File: src/rtl/rgb_frame_writer_pkg.sv
// Shared types and constants for the RGB frame writer.
// State encoding, pixel field positions, counter width, and the RGB565 packing helper.
package frame_writer_pkg;

   typedef enum logic [1:0] {
      IDLE  = 2'd0,
      WRITE = 2'd1,
      DONE  = 2'd2
   } state_t;

   localparam int PIX_W = 24;
   localparam int R_MSB = 23;
   localparam int R_LSB = 16;
   localparam int G_MSB = 15;
   localparam int G_LSB = 8;
   localparam int B_MSB = 7;
   localparam int B_LSB = 0;
   localparam int CNT_W = 16;

   // Keep the top bits of each colour and zero-extend the 16-bit result to pixel width
   function automatic logic [PIX_W-1:0] to_rgb565(input logic [PIX_W-1:0] p);
      return {8'd0, p[R_MSB -: 5], p[G_MSB -: 6], p[B_MSB -: 5]};
   endfunction

endpackage

File: src/rtl/rgb_frame_writer_if.sv
// Pixel-in / BRAM-write-out bundle for rgb_frame_writer.
// slave = the writer itself, master = whatever feeds pixels and watches writes.
interface rgb_frame_writer_if #(
   parameter int ADDR_WIDTH = 19
);
   import frame_writer_pkg::*;

   logic [PIX_W-1:0]      i_rgb_data;
   logic                  i_rgb_valid;
   logic                  i_frame_start;
   logic                  o_wr_en;
   logic [ADDR_WIDTH-1:0] o_wr_addr;
   logic [PIX_W-1:0]      o_wr_data;
   logic [CNT_W-1:0]      o_x;
   logic [CNT_W-1:0]      o_y;
   logic                  o_frame_done;
   logic                  o_frame_err;
   logic [CNT_W-1:0]      o_drop_cnt;
   logic                  o_busy;

   modport slave (
      input  i_rgb_data, i_rgb_valid, i_frame_start,
      output o_wr_en, o_wr_addr, o_wr_data, o_x, o_y,
             o_frame_done, o_frame_err, o_drop_cnt, o_busy
   );

   modport master (
      output i_rgb_data, i_rgb_valid, i_frame_start,
      input  o_wr_en, o_wr_addr, o_wr_data, o_x, o_y,
             o_frame_done, o_frame_err, o_drop_cnt, o_busy
   );

endinterface

File: src/rtl/rgb_frame_writer_raster_counter.sv
// Raster position tracker: x, y and linear address advanced together (no multiplier).
// The o_x/o_y/o_addr outputs are the position of the pixel accepted this cycle:
// a same-cycle clear makes that pixel land at the origin.
module raster_counter
   import frame_writer_pkg::*;
#(
   parameter int H_ACTIVE   = 640,
   parameter int V_ACTIVE   = 480,
   parameter int ADDR_WIDTH = 19
) (
   input  logic                  i_clk,
   input  logic                  i_rst,
   input  logic                  i_clr,
   input  logic                  i_adv,
   output logic [CNT_W-1:0]      o_x,
   output logic [CNT_W-1:0]      o_y,
   output logic [ADDR_WIDTH-1:0] o_addr,
   output logic                  o_last
);

   logic [CNT_W-1:0]      r_x;
   logic [CNT_W-1:0]      r_y;
   logic [ADDR_WIDTH-1:0] r_addr;
   logic                  w_eol;

   assign o_x    = i_clr ? '0 : r_x;
   assign o_y    = i_clr ? '0 : r_y;
   assign o_addr = i_clr ? '0 : r_addr;
   assign w_eol  = (o_x == CNT_W'(H_ACTIVE - 1));
   assign o_last = w_eol && (o_y == CNT_W'(V_ACTIVE - 1));

   // Step from the effective position; wrap to origin after the frame's last pixel
   always_ff @(posedge i_clk) begin
      if (i_rst) begin
         r_x    <= '0;
         r_y    <= '0;
         r_addr <= '0;
      end else if (i_adv) begin
         if (o_last) begin
            r_x    <= '0;
            r_y    <= '0;
            r_addr <= '0;
         end else if (w_eol) begin
            r_x    <= '0;
            r_y    <= o_y + CNT_W'(1);
            r_addr <= o_addr + ADDR_WIDTH'(1);
         end else begin
            r_x    <= o_x + CNT_W'(1);
            r_y    <= o_y;
            r_addr <= o_addr + ADDR_WIDTH'(1);
         end
      end else if (i_clr) begin
         r_x    <= '0;
         r_y    <= '0;
         r_addr <= '0;
      end
   end

endmodule

File: src/rtl/rgb_frame_writer.sv
// rgb_frame_writer: writes one pixel per i_rgb_valid into a frame-buffer BRAM port in
// raster order, framed by i_frame_start, with abort and stray-pixel reporting.
// Build option: RGB_FRAME_WRITER_RGB565_EN packs write data as zero-extended RGB565;
// otherwise the 24-bit pixel is written unchanged. Latency is one cycle either way.
module rgb_frame_writer
   import frame_writer_pkg::*;
#(
   parameter int H_ACTIVE   = 640,
   parameter int V_ACTIVE   = 480,
   parameter int ADDR_WIDTH = 19
) (
   input  logic               i_clk,
   input  logic               i_rst,
   rgb_frame_writer_if.slave  bus
);

   state_t                r_state;
   state_t                w_state_nxt;
   logic                  w_start;
   logic                  w_accept;
   logic                  w_drop;
   logic                  w_last;
   logic                  w_wr_last;
   logic [CNT_W-1:0]      w_cx;
   logic [CNT_W-1:0]      w_cy;
   logic [ADDR_WIDTH-1:0] w_caddr;
   logic [PIX_W-1:0]      w_pix;

   logic                  r_wr_en;
   logic [ADDR_WIDTH-1:0] r_wr_addr;
   logic [PIX_W-1:0]      r_wr_data;
   logic [CNT_W-1:0]      r_x;
   logic [CNT_W-1:0]      r_y;
   logic                  r_done;
   logic                  r_err;
   logic [CNT_W-1:0]      r_drop;

   // A start in DONE is ignored; only IDLE/WRITE can (re)arm
   assign w_start   = bus.i_frame_start && (r_state != DONE);
   assign w_accept  = bus.i_rgb_valid && ((r_state == WRITE) || w_start);
   assign w_drop    = bus.i_rgb_valid && !w_accept;
   assign w_wr_last = w_accept && w_last;

`ifdef RGB_FRAME_WRITER_RGB565_EN
   assign w_pix = to_rgb565(bus.i_rgb_data);
`else
   assign w_pix = bus.i_rgb_data;
`endif

   raster_counter #(
      .H_ACTIVE   (H_ACTIVE),
      .V_ACTIVE   (V_ACTIVE),
      .ADDR_WIDTH (ADDR_WIDTH)
   ) u_cnt (
      .i_clk  (i_clk),
      .i_rst  (i_rst),
      .i_clr  (w_start),
      .i_adv  (w_accept),
      .o_x    (w_cx),
      .o_y    (w_cy),
      .o_addr (w_caddr),
      .o_last (w_last)
   );

   // State register
   always_ff @(posedge i_clk) begin
      if (i_rst) r_state <= IDLE;
      else       r_state <= w_state_nxt;
   end

   // Next state: a restart in WRITE stays in WRITE; last accepted pixel ends the frame
   always_comb begin
      w_state_nxt = r_state;
      case (r_state)
         IDLE, WRITE: begin
            if (w_wr_last)    w_state_nxt = DONE;
            else if (w_start) w_state_nxt = WRITE;
         end
         DONE:    w_state_nxt = IDLE;
         default: w_state_nxt = IDLE;
      endcase
   end

   // Registered write port, pulses and saturating drop counter
   always_ff @(posedge i_clk) begin
      if (i_rst) begin
         r_wr_en   <= 1'b0;
         r_wr_addr <= '0;
         r_wr_data <= '0;
         r_x       <= '0;
         r_y       <= '0;
         r_done    <= 1'b0;
         r_err     <= 1'b0;
         r_drop    <= '0;
      end else begin
         r_wr_en <= w_accept;
         r_done  <= w_wr_last;
         r_err   <= bus.i_frame_start && (r_state == WRITE);
         if (w_accept) begin
            r_wr_addr <= w_caddr;
            r_wr_data <= w_pix;
            r_x       <= w_cx;
            r_y       <= w_cy;
         end
         if (w_drop && (r_drop != '1)) r_drop <= r_drop + CNT_W'(1);
      end
   end

   assign bus.o_wr_en      = r_wr_en;
   assign bus.o_wr_addr    = r_wr_addr;
   assign bus.o_wr_data    = r_wr_data;
   assign bus.o_x          = r_x;
   assign bus.o_y          = r_y;
   assign bus.o_frame_done = r_done;
   assign bus.o_frame_err  = r_err;
   assign bus.o_drop_cnt   = r_drop;
   assign bus.o_busy       = (r_state == WRITE);

endmodule
File: src/flat_wrapper.sv
// flat-port wrapper written by rule: the top's interface ports become plain ports
module rgb_frame_writer_flat import frame_writer_pkg::*;
#(
   parameter int H_ACTIVE   = 640,
   parameter int V_ACTIVE   = 480,
   parameter int ADDR_WIDTH = 19
)
  (i_clk, i_rst, bus_i_rgb_data, bus_i_rgb_valid, bus_i_frame_start, bus_o_wr_en, bus_o_wr_addr, bus_o_wr_data, bus_o_x, bus_o_y, bus_o_frame_done, bus_o_frame_err, bus_o_drop_cnt, bus_o_busy);
  rgb_frame_writer_if #(.ADDR_WIDTH(ADDR_WIDTH)) bus_i ();
  input  logic i_clk;
  input  logic i_rst;
  input wire logic [$bits(bus_i.i_rgb_data)-1:0] bus_i_rgb_data;
  input wire logic [$bits(bus_i.i_rgb_valid)-1:0] bus_i_rgb_valid;
  input wire logic [$bits(bus_i.i_frame_start)-1:0] bus_i_frame_start;
  output wire logic [$bits(bus_i.o_wr_en)-1:0] bus_o_wr_en;
  output wire logic [$bits(bus_i.o_wr_addr)-1:0] bus_o_wr_addr;
  output wire logic [$bits(bus_i.o_wr_data)-1:0] bus_o_wr_data;
  output wire logic [$bits(bus_i.o_x)-1:0] bus_o_x;
  output wire logic [$bits(bus_i.o_y)-1:0] bus_o_y;
  output wire logic [$bits(bus_i.o_frame_done)-1:0] bus_o_frame_done;
  output wire logic [$bits(bus_i.o_frame_err)-1:0] bus_o_frame_err;
  output wire logic [$bits(bus_i.o_drop_cnt)-1:0] bus_o_drop_cnt;
  output wire logic [$bits(bus_i.o_busy)-1:0] bus_o_busy;
  assign bus_i.i_rgb_data = bus_i_rgb_data;
  assign bus_i.i_rgb_valid = bus_i_rgb_valid;
  assign bus_i.i_frame_start = bus_i_frame_start;
  assign bus_o_wr_en = bus_i.o_wr_en;
  assign bus_o_wr_addr = bus_i.o_wr_addr;
  assign bus_o_wr_data = bus_i.o_wr_data;
  assign bus_o_x = bus_i.o_x;
  assign bus_o_y = bus_i.o_y;
  assign bus_o_frame_done = bus_i.o_frame_done;
  assign bus_o_frame_err = bus_i.o_frame_err;
  assign bus_o_drop_cnt = bus_i.o_drop_cnt;
  assign bus_o_busy = bus_i.o_busy;
  rgb_frame_writer #(.H_ACTIVE(H_ACTIVE), .V_ACTIVE(V_ACTIVE), .ADDR_WIDTH(ADDR_WIDTH)) u_core (.i_clk(i_clk), .i_rst(i_rst), .bus(bus_i));
endmodule
File: config.mk
export PLATFORM = sky130hd
export DESIGN_NAME = rgb_frame_writer_flat
export DESIGN_NICKNAME = d
export VERILOG_FILES = /design/src/rtl/rgb_frame_writer_pkg.sv /design/src/rtl/rgb_frame_writer_if.sv /design/src/rtl/rgb_frame_writer_raster_counter.sv /design/src/rtl/rgb_frame_writer.sv /design/src/flat_wrapper.sv
export SDC_FILE = /design/constraint.sdc
export NUM_CORES = 1
export LEC_CHECK = 0
export CORE_UTILIZATION = 50
export DETAILED_ROUTE_END_ITERATION = 7
export PLACE_DENSITY = 0.77
export SYNTH_ARGS = -nofsm -noshare
export SYNTH_HDL_FRONTEND = slang
export SYNTH_SLANG_ARGS = --single-unit
export TNS_END_PERCENT = 30
File: constraint.sdc
create_clock -name i_clk -period 2.9 [get_ports i_clk]
set_input_delay 0.29 -clock i_clk [delete_from_list [all_inputs] [get_ports i_clk]]
set_output_delay 0.29 -clock i_clk [all_outputs]
set_load 0.01 [all_outputs]
==> results.sh <==
export IMPL_multi_input_area_um2=3240
export IMPL_final_common_cell="nand2_1"
export IMPL_grt_util_met1=0.313
export IMPL_finalInstanceArea_um2=8440
export IMPL_power_density_nw_per_um2=552
export IMPL_tightest_slew_ps=790
export IMPL_cts_root_buffer="clkbuf_16"
export IMPL_drv_slew=0
export IMPL_via_per_inst=5.60
export IMPL_hp_class="in2reg"
export IMPL_synth_simple_area_share=0.300
export IMPL_insertion_delay_ps=430
export IMPL_drt_first_iter_violations=396
export IMPL_r2r_start="u_core.r_state[0]$_SDFFE_PP0P_"
export IMPL_cp_end_kind="flip-flop"
export IMPL_synthAdderAreaFrac=0.00582
export IMPL_ys_types=69
export IMPL_layout_setup_ws_ps=273
export IMPL_syn_area_per_cell_um2=8.25
export IMPL_ctsHtreeMaxLevel=4
export IMPL_grt_max_degree=80
export IMPL_num_rows=41
export IMPL_ys_ff_latch=147
export IMPL_numCtsBuffers=17
export IMPL_vias=6039
export IMPL_antenna_left=0
export IMPL_fp_dieW_um=116
export IMPL_ir_worst_vdd_mv=0.331
export IMPL_crit_type="reg2reg"
export IMPL_coreArea_um2=12600
export IMPL_drcViolationCount=0
export IMPL_grt_pass1_vias=5591
export IMPL_start_util=0.511
export IMPL_holdWs_ps=294
export IMPL_synthFlopType="dfxtp_1"
export IMPL_ios=123
export IMPL_regArea_um2=2940
export IMPL_postSynthCellCount=782
export IMPL_cts_sinks=147
export IMPL_drv_cap=0
export IMPL_clock_fmax_mhz=381
export IMPL_async_flop_share=0
export IMPL_postPlaceCellArea_um2=7830
export IMPL_gp_congestion=0.828
export IMPL_postCtsHoldBufs=0
export IMPL_routedWlPerCell_um=15.2
export IMPL_fin_util=0.669
export IMPL_synth_xor_area_frac=0.0516
export IMPL_hold_path_startpoint="i_rst"
export IMPL_required_ps=3190
export IMPL_cp_arrival_ps=2920
export IMPL_rsz0062_at_grt="false"
export IMPL_clk_pin_slew_ps=60
export IMPL_final_setup_tns_ps=0
export IMPL_syn_to_final_growth_pct=30.8
export IMPL_fill_cells=1096
export IMPL_postCtsSetupRepairBufs=0
export IMPL_status="finished, final reports clean"
export IMPL_dp_cells=1048
export IMPL_hold_viol=0
export IMPL_startpoint="u_core.r_state[0]$_SDFFE_PP0P_"
export IMPL_finalSetupViolations=0
export IMPL_drt_first_pass_iters=7
export IMPL_grt_pass1_wl_um=26600
export IMPL_antenna_found_initial=0
export IMPL_skew_ps=9.70
export IMPL_final_cell_mix="nand2_1, dfxtp_1, clkdlybuf4s50_1"
export IMPL_post_cts_resized=0
export IMPL_ys_seq_area_frac=0.456
export IMPL_critPathLaunchType="flip-flop"
export IMPL_path_max_fanout=9
export IMPL_clockBufferDepth=2
export IMPL_max_slew_margin=0.471
export IMPL_post_route_period_util=0.906
export IMPL_grt_usage=0.254
export IMPL_dp_hpwl_um=11100
export IMPL_dp_slack_ps=210
export IMPL_totalWireLength_um=16400
export IMPL_cts_tree="yes"
export IMPL_synth_edff_count=0
export IMPL_netlist_area_um2=6450
export IMPL_die_height_um=116
export IMPL_fin_crit_ps=2630
export IMPL_overflow=0
export IMPL_finalNonFillerCells=1078
export IMPL_drive_gt1_frac=0.0982
export IMPL_total_power_mw=4.65
export IMPL_power_leakage_nw=2.71
export IMPL_grtUsageMet3=0.0669
export IMPL_syn_nets=813
export IMPL_synth_compound_area_frac=0.138
export IMPL_antennaDiodeCount=0
export IMPL_port_buffers=122
export IMPL_layout_nets=926
export IMPL_met2_usage=0.420
export IMPL_yosys_warnings=0
export IMPL_die_area_um2=13400
export IMPL_synth_area_mux_share=0.00485
export IMPL_top_usage_layer="met2"
export IMPL_synth_top_family_by_area="simple AND/OR/NAND/NOR gates"
logic make-up (layout without fill, tap and decap cells):
| family | Yosys count | count (layout) |
|---|---|---|
| DFF | 147 | 147 |
| buffers and inverters | 60 | 184 |
| muxes | 3 | 3 |
| and+or+nand+nor | 379 | 379 |
| xor gates and xnor gates | 38 | 38 |
| adders and majority gates | 3 | 3 |
| AOI/OAI and AO/OA | 152 | 152 |
per-layer routing:
metal | up-vias | wire (um)
met3 | 29 | 818
met4 | 0 | 336
li1 | 2940 | -
met5 | - | 0
met2 | 184 | 8170
met1 | 2886 | 7090
cell usage after synthesis, types with 2 or more instances:
cell	instances	area share
buf_6	5	0.0087
o31ai_1	3	0.0035
dfxtp_1	147	0.46
or4_4	2	0.0035
nand2_1	154	0.090
or3_1	9	0.0087
nor3b_1	2	0.0023
buf_2	13	0.010
nor3_4	2	0.0050
nand2_2	2	0.0019
a21oi_1	103	0.080
nor2b_1	2	0.0019
nand3_1	72	0.056
o32ai_1	3	0.0041
and4_1	3	0.0041
o211ai_1	3	0.0035
and2_1	7	0.0068
o21ai_1	2	0.0016
a211oi_1	5	0.0058
o21ai_2	2	0.0027
a211o_1	2	0.0027
nand4_1	15	0.015
o21ai_0	7	0.0054
a2111oi_0	2	0.0027
xnor2_1	26	0.035
nor2_1	43	0.025
nor3_1	16	0.012
clkbuf_1	27	0.016
xor2_1	12	0.016
o22ai_1	8	0.0078
buf_1	2	0.0012
nand3b_1	2	0.0023
ha_1	3	0.0058
nor2_2	10	0.0097
mux2i_1	2	0.0031
and3_1	10	0.0097
nand4b_1	2	0.0027
nor4b_1	2	0.0027
a31oi_1	2	0.0019
and3_2	3	0.0035
nor4_1	6	0.0058
inv_1	12	0.0070
path summary, 6_finish.rpt:
kind / endpoint / slack, ps / depth (start not counted)
max: u_core.u_cnt.r_y[5]$_SDFF_PP0_ / 270 / 10
min reg2reg: u_core.bus.o_x[11]$_SDFFE_PP0P_ / 450 / 2
max reg2reg: u_core.u_cnt.r_y[5]$_SDFF_PP0_ / 270 / 10
min: u_core.bus.o_x[13]$_SDFFE_PP0P_ / 290 / 2
final cells by class:
cell class / count / share of cell area
clock buffers: 21 / 0.0546
clock inverters: 9 / 0.0182
inverters: 12 / 0.00534
multi-input cells: 575 / 0.384
flip-flops and latches: 147 / 0.349
well taps: 172 / 0.0255
repair buffers: 142 / 0.164
critical path, stage by stage (launching register included):
cell,delay (ps)
dfxtp_1,390
nand2b_1,210
nand2_2,160
and2_1,220
ha_1,210
nand3_1,170
a211oi_4,280
buf_4,200
nand4_2,260
nand2_2,290
o32ai_1,110
power breakdown:
part           leakage [nW]  internal [mW]  switching, mW  total (mW)
registers              1.19           2.05         0.0173        2.06
logic                  1.23          0.112          0.164       0.276
clock network         0.295           1.47          0.840        2.31
state kept, by name, indices dropped and copies added, names as in the netlist, 2 cells and up:
register	cells
u_core.r_state	2
u_core.u_cnt.r_y	16
u_core.u_cnt.r_x	16
u_core.bus.o_y	16
u_core.u_cnt.r_addr	19
u_core.bus.o_x	16
u_core.bus.o_wr_addr	19
u_core.bus.o_drop_cnt	16
u_core.bus.o_wr_data	24
(Power assumes the default switching activity.)
